==> config.mk <==
export PLATFORM = sky130hd
export DESIGN_NAME = wm_cycle_controller
export DESIGN_NICKNAME = d
export VERILOG_FILES = /design/src/rtl/wm_pkg.sv /design/src/rtl/wm_phase_timer.sv /design/src/rtl/wm_cycle_controller.sv
export SDC_FILE = /design/constraint.sdc
export NUM_CORES = 1
export LEC_CHECK = 0
export CAP_MARGIN = 20
export CORE_MARGIN = 5
export CORE_UTILIZATION = 35
export DETAILED_ROUTE_END_ITERATION = 12
export PLACE_DENSITY = 0.59
export SLEW_MARGIN = 20
export SYNTH_ARGS = -nofsm -noshare
export SYNTH_HDL_FRONTEND = slang
export SYNTH_HIERARCHICAL = 1
export SYNTH_SLANG_ARGS = --single-unit
==> constraint.sdc <==
create_clock -name i_clock -period 4.3 [get_ports i_clock]
set_input_delay 0.43 -clock i_clock [delete_from_list [all_inputs] [get_ports i_clock]]
set_output_delay 0.43 -clock i_clock [all_outputs]
set_load 0.05 [all_outputs]
==> src/rtl/wm_pkg.sv <==
// Shared encodings for the washing-machine cycle sequencer: phase states and program bits.
package wm_pkg;

    localparam int PHASE_W = 4;

    typedef enum logic [PHASE_W-1:0] {
        ST_IDLE  = 4'd0,
        ST_READY = 4'd1,
        ST_FILL  = 4'd2,
        ST_HEAT  = 4'd3,
        ST_SOAK  = 4'd4,
        ST_WASH  = 4'd5,
        ST_RINSE = 4'd6,
        ST_SPIN  = 4'd7,
        ST_DONE  = 4'd8,
        ST_FAULT = 4'd9
    } state_t;

    localparam int PROG_QUICK = 0;
    localparam int PROG_COLD  = 1;

    function automatic logic is_timed(input state_t s);
        return (s == ST_SOAK) || (s == ST_WASH) || (s == ST_RINSE) || (s == ST_SPIN);
    endfunction

endpackage

==> src/rtl/wm_phase_timer.sv <==
// Loadable down-counter shared by the timed phases and the FILL/HEAT timeouts.
module wm_phase_timer #(
    parameter int CNT_W = 16
) (
    input  logic             i_clock,
    input  logic             i_reset_n,
    input  logic             i_load,
    input  logic [CNT_W-1:0] i_load_val,
    input  logic             i_dec,
    output logic [CNT_W-1:0] o_count_next,
    output logic             o_zero
);

    logic [CNT_W-1:0] r_count;
    logic [CNT_W-1:0] w_count_next;

    // Load has priority; the count never wraps below zero.
    always_comb begin
        w_count_next = r_count;
        if (i_load)
            w_count_next = i_load_val;
        else if (i_dec && (r_count != '0))
            w_count_next = r_count - 1'b1;
    end

    always_ff @(posedge i_clock or negedge i_reset_n) begin
        if (!i_reset_n)
            r_count <= '0;
        else
            r_count <= w_count_next;
    end

    assign o_count_next = w_count_next;
    assign o_zero       = (r_count == '0);

endmodule

==> src/rtl/wm_cycle_controller.sv <==
// Coin-operated washing-machine sequencer: coin/refund handling, phase FSM, registered outputs.
module wm_cycle_controller
    import wm_pkg::*;
#(
    parameter int CNT_W        = 16,
    parameter int COINS_REQ    = 2,
    parameter int SOAK_CYCLES  = 400,
    parameter int WASH_CYCLES  = 1000,
    parameter int RINSE_CYCLES = 600,
    parameter int RINSE_PASSES = 2,
    parameter int SPIN_CYCLES  = 500,
    parameter int FILL_TIMEOUT = 300,
    parameter int HEAT_TIMEOUT = 800
) (
    input  logic               i_clock,
    input  logic               i_reset_n,
    input  logic               i_coin,
    input  logic               i_start,
    input  logic               i_cancel,
    input  logic               i_lid_open,
    input  logic               i_water_full,
    input  logic               i_water_hot,
    input  logic [1:0]         i_program,
    output logic               o_idle,
    output logic               o_ready,
    output logic               o_water_intake,
    output logic               o_heater_on,
    output logic               o_soak_operation,
    output logic               o_wash_operation,
    output logic               o_rinse_operation,
    output logic               o_spin_operation,
    output logic               o_done,
    output logic               o_coin_return,
    output logic               o_fault,
    output logic [PHASE_W-1:0] o_phase,
    output logic [CNT_W-1:0]   o_remaining
);

    localparam logic [3:0]       COINS_MAX = 4'(COINS_REQ);
    localparam logic [2:0]       LAST_PASS = 3'(RINSE_PASSES - 1);
    localparam logic [CNT_W-1:0] FILL_LD   = CNT_W'(FILL_TIMEOUT - 1);
    localparam logic [CNT_W-1:0] HEAT_LD   = CNT_W'(HEAT_TIMEOUT - 1);
    localparam logic [CNT_W-1:0] SOAK_LD   = CNT_W'(SOAK_CYCLES - 1);
    localparam logic [CNT_W-1:0] WASH_LD   = CNT_W'(WASH_CYCLES - 1);
    localparam logic [CNT_W-1:0] RINSE_LD  = CNT_W'(RINSE_CYCLES - 1);
    localparam logic [CNT_W-1:0] SPIN_LD   = CNT_W'(SPIN_CYCLES - 1);

    state_t           r_state, w_state_next;
    logic [3:0]       r_coin_cnt, w_coin_cnt_next;
    logic [2:0]       r_rinse_pass, w_rinse_pass_next;
    logic [1:0]       r_program, w_program_next;
    logic             w_refund;
    logic             w_load;
    logic [CNT_W-1:0] w_load_val;
    logic             w_dec;
    logic [CNT_W-1:0] w_timer_next;
    logic             w_timer_zero;
    state_t           w_after_fill;
    state_t           w_after_heat;

    wm_phase_timer #(.CNT_W(CNT_W)) u_timer (
        .i_clock      (i_clock),
        .i_reset_n    (i_reset_n),
        .i_load       (w_load),
        .i_load_val   (w_load_val),
        .i_dec        (w_dec),
        .o_count_next (w_timer_next),
        .o_zero       (w_timer_zero)
    );

    function automatic logic [CNT_W-1:0] load_for(input state_t s);
        case (s)
            ST_FILL:  return FILL_LD;
            ST_HEAT:  return HEAT_LD;
            ST_SOAK:  return SOAK_LD;
            ST_WASH:  return WASH_LD;
            ST_RINSE: return RINSE_LD;
            ST_SPIN:  return SPIN_LD;
            default:  return '0;
        endcase
    endfunction

    assign w_after_heat = r_program[PROG_QUICK] ? ST_WASH : ST_SOAK;
    assign w_after_fill = r_program[PROG_COLD] ? w_after_heat : ST_HEAT;

    always_comb begin
        w_state_next      = r_state;
        w_coin_cnt_next   = r_coin_cnt;
        w_rinse_pass_next = r_rinse_pass;
        w_program_next    = r_program;
        w_refund          = 1'b0;
        w_load            = 1'b0;
        w_load_val        = '0;
        w_dec             = 1'b0;

        case (r_state)
            ST_IDLE: begin
                // A coin arriving with cancel is returned along with any already inserted.
                if (i_cancel && ((r_coin_cnt != '0) || i_coin)) begin
                    w_refund        = 1'b1;
                    w_coin_cnt_next = '0;
                end else if (i_coin) begin
                    w_coin_cnt_next = r_coin_cnt + 4'd1;
                    if (w_coin_cnt_next == COINS_MAX)
                        w_state_next = ST_READY;
                end
            end
            ST_READY: begin
                if (i_cancel) begin
                    w_refund        = 1'b1;
                    w_coin_cnt_next = '0;
                    w_state_next    = ST_IDLE;
                end else begin
                    w_refund = i_coin;
                    if (i_start && !i_lid_open) begin
                        w_coin_cnt_next = '0;
                        w_program_next  = i_program;
                        w_state_next    = ST_FILL;
                    end
                end
            end
            ST_FILL: begin
                w_dec = 1'b1;
                if (i_cancel)          w_state_next = ST_SPIN;
                else if (i_water_full) w_state_next = w_after_fill;
                else if (w_timer_zero) w_state_next = ST_FAULT;
            end
            ST_HEAT: begin
                w_dec = 1'b1;
                if (i_cancel)          w_state_next = ST_SPIN;
                else if (i_water_hot)  w_state_next = w_after_heat;
                else if (w_timer_zero) w_state_next = ST_FAULT;
            end
            ST_SOAK, ST_WASH, ST_SPIN: begin
                if (i_cancel && (r_state != ST_SPIN)) begin
                    w_state_next = ST_SPIN;
                end else if (!i_lid_open) begin
                    w_dec = 1'b1;
                    if (w_timer_zero) begin
                        case (r_state)
                            ST_SOAK: w_state_next = ST_WASH;
                            ST_WASH: w_state_next = ST_RINSE;
                            default: w_state_next = ST_DONE;
                        endcase
                        w_rinse_pass_next = '0;
                    end
                end
            end
            ST_RINSE: begin
                if (i_cancel) begin
                    w_state_next = ST_SPIN;
                end else if (!i_lid_open) begin
                    w_dec = 1'b1;
                    if (w_timer_zero) begin
                        if (r_rinse_pass == LAST_PASS) begin
                            w_state_next = ST_SPIN;
                        end else begin
                            w_rinse_pass_next = r_rinse_pass + 3'd1;
                            w_load            = 1'b1;
                            w_load_val        = RINSE_LD;
                        end
                    end
                end
            end
            ST_DONE: begin
                if (i_lid_open) begin
                    w_state_next    = ST_IDLE;
                    w_coin_cnt_next = '0;
                end
            end
            default: ;
        endcase

        if (w_state_next != r_state) begin
            w_load     = 1'b1;
            w_load_val = load_for(w_state_next);
        end
    end

    always_ff @(posedge i_clock or negedge i_reset_n) begin
        if (!i_reset_n) begin
            r_state      <= ST_IDLE;
            r_coin_cnt   <= '0;
            r_rinse_pass <= '0;
            r_program    <= '0;
        end else begin
            r_state      <= w_state_next;
            r_coin_cnt   <= w_coin_cnt_next;
            r_rinse_pass <= w_rinse_pass_next;
            r_program    <= w_program_next;
        end
    end

    // Outputs decode the next state so they line up with the state register.
    always_ff @(posedge i_clock or negedge i_reset_n) begin
        if (!i_reset_n) begin
            o_idle            <= 1'b1;
            o_ready           <= 1'b0;
            o_water_intake    <= 1'b0;
            o_heater_on       <= 1'b0;
            o_soak_operation  <= 1'b0;
            o_wash_operation  <= 1'b0;
            o_rinse_operation <= 1'b0;
            o_spin_operation  <= 1'b0;
            o_done            <= 1'b0;
            o_coin_return     <= 1'b0;
            o_fault           <= 1'b0;
            o_phase           <= ST_IDLE;
            o_remaining       <= '0;
        end else begin
            o_idle            <= (w_state_next == ST_IDLE);
            o_ready           <= (w_state_next == ST_READY);
            o_water_intake    <= (w_state_next == ST_FILL);
            o_heater_on       <= (w_state_next == ST_HEAT);
            o_soak_operation  <= (w_state_next == ST_SOAK)  && !i_lid_open;
            o_wash_operation  <= (w_state_next == ST_WASH)  && !i_lid_open;
            o_rinse_operation <= (w_state_next == ST_RINSE) && !i_lid_open;
            o_spin_operation  <= (w_state_next == ST_SPIN)  && !i_lid_open;
            o_done            <= (w_state_next == ST_DONE);
            o_coin_return     <= w_refund;
            o_fault           <= (w_state_next == ST_FAULT);
            o_phase           <= w_state_next;
            o_remaining       <= is_timed(w_state_next) ? (w_timer_next + 1'b1) : '0;
        end
    end

endmodule

# Yosys cells after proc, flatten, opt, wreduce, memory -nomap -nowiden
# Cells that the tools add are included.
[totals] reg_bits=56 in_bits=10 output_inout_bits=31 elab_cells=137
[op_classes] add_sub_neg=4 eq_ne=31 muxes=59 bitwise=1 reduce_logical=25
[ops] cell="2-to-1 mux 4 bit" n=23
[ops] cell="2-to-1 mux 16 bit" n=4
[ops] cell="case mux 10 bit (6 select lines)" n=1
[ops] cell="2-to-1 mux 10 bit" n=5
[ops] cell="== test 4 x 3 -> 1 bit, second input constant" n=8
[ops] cell="case mux 4 bit (7 select lines)" n=1
[ops] cell="2-to-1 mux 3 bit" n=8
[ops] cell="== test 4 x 2 -> 1 bit, second input constant" n=5
[ops] cell="adder 16 x 1 -> 16 bit, second input constant" n=1
[ops] cell="logical NOT 16 bit" n=1
[ops] cell="nonzero test 16 bit" n=1
[ops] cell="subtractor 16 x 1 -> 16 bit, second input constant" n=1
[ops] cell="== test 4 bit, second input constant" n=3
[ops] cell="2-to-1 mux 1 bit" n=12
[ops] cell="inequality test 2 bit, second input constant" n=6
[ops] cell="case mux 4 bit (3 select lines)" n=1
[ops] cell="== test 4 x 1 -> 1 bit, second input constant" n=2
[ops] cell="logical AND 1 bit" n=8
[ops] cell="logical NOT 4 bit" n=2
[ops] cell="case mux 4 bit (2 select lines)" n=1
[ops] cell="AND reduction 8 bit" n=1
[ops] cell="inequality test 3 bit, second input constant" n=2
[ops] cell="case mux 3 bit (2 select lines)" n=1
[ops] cell="adder 4 x 1 -> 4 bit, second input constant" n=1
[ops] cell="17 further kinds" n=21

# Longest topological paths before layout
[logic_depth] word_depth=12 mapped_depth=23 mapped_depth_nobuf=21

# Modules after synthesis
# The synthesis kept the hierarchy.
[modules_own_cells] module="wm_cycle_controller" n_inst=1 cells_each=272 area_each_um2=2457.4 seq_area_each_um2=1002.2
[modules_own_cells] module="wm_phase_timer" n_inst=1 cells_each=125 area_each_um2=1078.5 seq_area_each_um2=400.4

# Worst setup path after synthesis
# Ideal clock, no wire load.
[synth_timing] kind="reg2reg" from="register u_timer.r_count[0]" to="register o_remaining[12]" setup_time_ps=132 arrival_ps=4449 t_required_ps=4168 setup_slack_ps=-281 path_stages_with_launch=24 n_path_buf=2 synth_period_minus_slack_ps=4581 path_cell_list="dfrtp_1 > inv_1 > ha_1 > nor4b_1 > nand4_1 > clkinv_1 > nor3b_1 > o21ai_0 > a21oi_1 > nor2_1 > a211oi_2 > nand2_1 > buf_2 > inv_1 > clkbuf_1 > nand4_1 > nand3_1 > ha_1 > and3_1 > nand3_1 > nor2_1 > nand3_1 > xor2_1 > nor2_1"
[synth_between] elab_cells_between_ends=41 classes_between="add/sub: 2; eq/ne: 7; mux: 26; reduce/logical: 6"
[synth_rtl] item="start: declaration" line_no="wm_phase_timer.sv:14" source="logic [CNT_W-1:0] r_count;"
[synth_rtl] item="start signal: assignment" line_no="wm_phase_timer.sv:30" source="r_count <= w_count_next;"
[synth_rtl] item="logical NOT 16 bit *" line_no="wm_phase_timer.sv:34" source="assign o_zero = (r_count == '0);"
[synth_rtl] item="net w_timer_zero" line_no="wm_cycle_controller.sv:57" source="logic w_timer_zero;"
[synth_rtl] item="2-to-1 mux 4 bit (on tied branches) (3 in series)"
[synth_rtl] item="case mux 4 bit (7 select lines)" line_no="wm_cycle_controller.sv:96" source="case (r_state)"
[synth_rtl] item="inequality test 4 bit" line_no="wm_cycle_controller.sv:174" source="if (w_state_next != r_state) begin"
[synth_rtl] item="2-to-1 mux 1 bit *" line_no="wm_cycle_controller.sv:174"
[synth_rtl] item="net w_load" line_no="wm_cycle_controller.sv:53" source="logic w_load;"
[synth_rtl] item="2-to-1 mux 16 bit *" line_no="wm_phase_timer.sv:20" source="if (i_load)"
[synth_rtl] item="net w_timer_next[0]" line_no="wm_cycle_controller.sv:56" source="logic [CNT_W-1:0] w_timer_next;"
[synth_rtl] item="adder 16 x 1 -> 16 bit *" line_no="wm_cycle_controller.sv:223" source="o_remaining <= is_timed(w_state_next) ? (w_timer_next + 1'b1) : '0;"
[synth_rtl] item="2-to-1 mux 16 bit *" line_no="wm_cycle_controller.sv:223"
[synth_rtl] item="end signal: assignment" line_no="wm_cycle_controller.sv:223"
[synth_rtl] item="end: declaration" line_no="wm_cycle_controller.sv:36" source="output logic [CNT_W-1:0] o_remaining"
# The timed path passes the listed nets; every way through them passes the cells marked *.
# A chain may end at the register's enable or synchronous reset.

# Worst setup path after layout
[layout_timing] from="register u_timer.r_count[4]" to="register o_remaining[9]"
# Same word-level chain as after synthesis.

==> flow_summary.json <==
{
  "post-dp-hpwl_um": 6610,
  "cap_viol_max_count": 0,
  "max-vdd-ir-drop_uv": 332,
  "synth_area_per_cell_um2": 8.91,
  "outcome": "finished, final reports clean",
  "synth_flop_cell": "dfrtp_1",
  "layout_min_cycle_time_ns": 4.09,
  "ff2ff_path_depth": 17,
  "die_y_um": 111,
  "async_flop_share_pct": 100,
  "ys_seq_elements": 56,
  "cts_max_level": 2,
  "cts-root-buf": "clkbuf_8",
  "ys_types": 67,
  "grt_antenna_before_repair": 0,
  "yosys_warnings": 6,
  "drtIter0Drc": 285,
  "finClkSkew_ns": 0.0141,
  "layout.cells.most_common_list": "dfrtp_1 (55), buf_4 (47), nor2_1 (41), clkdlybuf4s50_1 (39), nand2_1 (28)",
  "powerDensity_nw_per_um2": 750,
  "cts.sinks": 56,
  "first_global_vias": 3089,
  "place_congestion": 0.888,
  "final_area_um2": 4640,
  "die-area_um2": 12200,
  "cts_buffer_depth": 2,
  "worstPathMaxFanout": 12,
  "drv_slew": 0,
  "port_buffers": 40,
  "hold_buffers": 0,
  "r2r_slack_ns": 0.21,
  "worstPathRequired_ns": 4.56,
  "grt-ovfl-total": 0,
  "cp.arrival_ns": 4.35,
  "setup.worst_path.start_class": "register",
  "final_antenna_net_count": 0,
  "insertedDiodeCount": 0,
  "wl_per_cell_um": 14.9,
  "core.rowCount": 36,
  "fillers": 948,
  "cts_buffers": 5,
  "via_per_inst": 5.27,
  "slew_headroom_pct": 53.7,
  "setup_violations": 0,
  "dr.pass1.iters": 4,
  "area_growth_pct": 31.2,
  "yosysSeqAreaShare_pct": 39.7,
  "fmax_mhz": 244,
  "critical_path_class": "register to register",
  "die_x_um": 111,
  "end_kind": "register",
  "drc_errors": 0,
  "r2r-start": "u_timer/r_count[4]$_DFF_PN0_",
  "leakage_nw": 1.99,
  "wl_um": 9160,
  "hp-class": "input pin to async pin",
  "placed_area_um2": 4370,
  "yosys.area.top_type": "dfrtp_1",
  "reg2reg_to": "o_remaining[9]$_DFF_PN0_",
  "fin_hold_ws_ns": 0.223,
  "clock_latency_ns": 0.32,
  "synth_area_um2": 3540,
  "cts_tree": "yes",
  "synth_edf_count": 0,
  "fp.coreArea_um2": 9820,
  "via_count": 3249,
  "final_common_cell": "dfrtp_1",
  "drive_gt1_share_pct": 20.9,
  "grt_max_degree": 57,
  "power_w": 0.00348,
  "ioPinCount": 41,
  "ys_top_cells_by_area": "dfrtp_1 (39%), nor2_1 (4.9%), nand2_1 (3.1%), ha_1 (2.8%), o21ai_0 (2.4%)",
  "hold_viol": 0,
  "synth_top_cell_area_share_pct": 38.9,
  "track_usage_pct": 14.8,
  "final_nets": 500,
  "worstMarginPinSlew_ns": 0.695,
  "layout_worst_path_cycle_share_pct": 95.1,
  "syn_inst": 397,
  "initial_core_util_pct": 36.0,
  "grt_pass1_wl_um": 15200,
  "clk_pin_slew_ns": 0.11
}
[critical path: stages, from the launching register on]
cell      delay, ns
dfrtp_1        0.47
nor4_1         0.40
nand4_1        0.23
clkinv_2       0.14
buf_6          0.15
nand2b_1       0.09
nand2_1        0.09
a21oi_2        0.09
a211o_1        0.33
a211oi_4       0.27
nand2_2        0.13
or4_1          0.51
nand3_1        0.13
and3_4         0.19
nand4_1        0.16
buf_4          0.19
or3_1          0.32
a21oi_2        0.14
[cells by family after synthesis]
| group | Yosys count | share of synthesized area (%) |
|---|---|---|
| XOR/XNOR | 15 | 3.72 |
| buffers and inverters | 41 | 5.20 |
| other | 1 | 0.106 |
| AND/OR/NAND/NOR | 180 | 28.7 |
| adder cells (fa/ha/maj) | 8 | 2.83 |
| flip-flops | 56 | 39.7 |
| multiplexers | 5 | 1.49 |
| AO/OA/AOI/OAI | 91 | 18.3 |
[synth_stat cells (3+ instances only)]
library cell,instances
a31oi_1,5
a221o_1,3
or4_4,3
nor4_1,8
a211o_1,6
or3_1,6
nand2_1,29
o21ai_0,17
dfrtp_1,55
buf_2,6
o211a_1,3
or4b_1,3
inv_1,20
nor3_1,13
nor2b_1,3
a211oi_1,3
nand4_1,10
xor2_1,9
nand3b_1,3
nor4b_1,3
xnor2_1,6
clkbuf_1,10
nand2b_1,8
a21o_1,3
a21boi_0,4
buf_6,3
a21oi_1,16
ha_1,8
nor2_1,46
nand3_1,16
o211ai_1,5
and3_1,5
mux2i_1,3
o31ai_1,9
or4_1,5
[power breakdown]
part / switching, W / total, W / internal [W]
logic: 0.00132 / 0.00231 / 0.000989
registers: 0.000149 / 0.000857 / 0.000708
clock network: 0.000190 / 0.000310 / 0.000120
[flip-flops by register name, summed over array words and instances (netlist names), 2 cells and up]
signal	count
r_coin_cnt	4
u_timer/r_count	16
o_phase	4
r_rinse_pass	3
o_remaining	16
r_program	2
[cell type report]
cell class	count	area, um^2	share of cell area (%)
multi-input combinational	305	2080	44.8
sequential	56	1400	30.2
timing repair buffer	92	813	17.5
tap	133	166	3.59
inverter	22	83.8	1.81
clock buffer	5	68.8	1.48
clock inverter	3	27.5	0.593
[metrics by stage]
stage	instances	TNS (ns)	setup WS [ns]	utilization, %
final	616	0	0.209	47.2
after global routing	616	-0.0823	-0.0380	47.2
after CTS	608	0	0.0264	45.5
after detailed placement	600	0	0.0588	44.5
after global placement	600	0	0.108	44.5
after floorplan	402	0	0.0507	-
[how the worst max path moves through the flow]
stage / from / end / depth (start not counted)
detailed placement: u_timer/r_count[1]$_DFF_PN0_ / o_remaining[14]$_DFF_PN0_ / 22
floorplan: u_timer/r_count[0]$_DFF_PN0_ / o_remaining[12]$_DFF_PN0_ / 23
CTS: u_timer/r_count[1]$_DFF_PN0_ / o_remaining[14]$_DFF_PN0_ / 22
finish: u_timer/r_count[4]$_DFF_PN0_ / o_remaining[9]$_DFF_PN0_ / 17
global route: u_timer/r_count[0]$_DFF_PN0_ / o_remaining[15]$_DFF_PN0_ / 20
global placement: i_cancel / o_remaining[12]$_DFF_PN0_ / 16
[per-layer routing]
layer / part of all wire [%] / routed length [um] / vias to the layer above / GRT usage [%]
met5: 0 / 0 / - / 0
met4: 1.5 / 140 / 0 / 4.68
met3: 5.0 / 459 / 8 / 3.72
met2: 44 / 4040 / 73 / 21.8
met1: 49 / 4530 / 1560 / 21.1
li1: - / - / 1608 / -
[what timing repair did]
| action | CTS | global route |
|---|---|---|
| buffers inserted | 0 | 8 |
| endpoints found under the setup margin | 0 | 11 |
| gates resized for setup | 0 | 29 |
No activity file was read; power rests on OpenSTA's default activity.
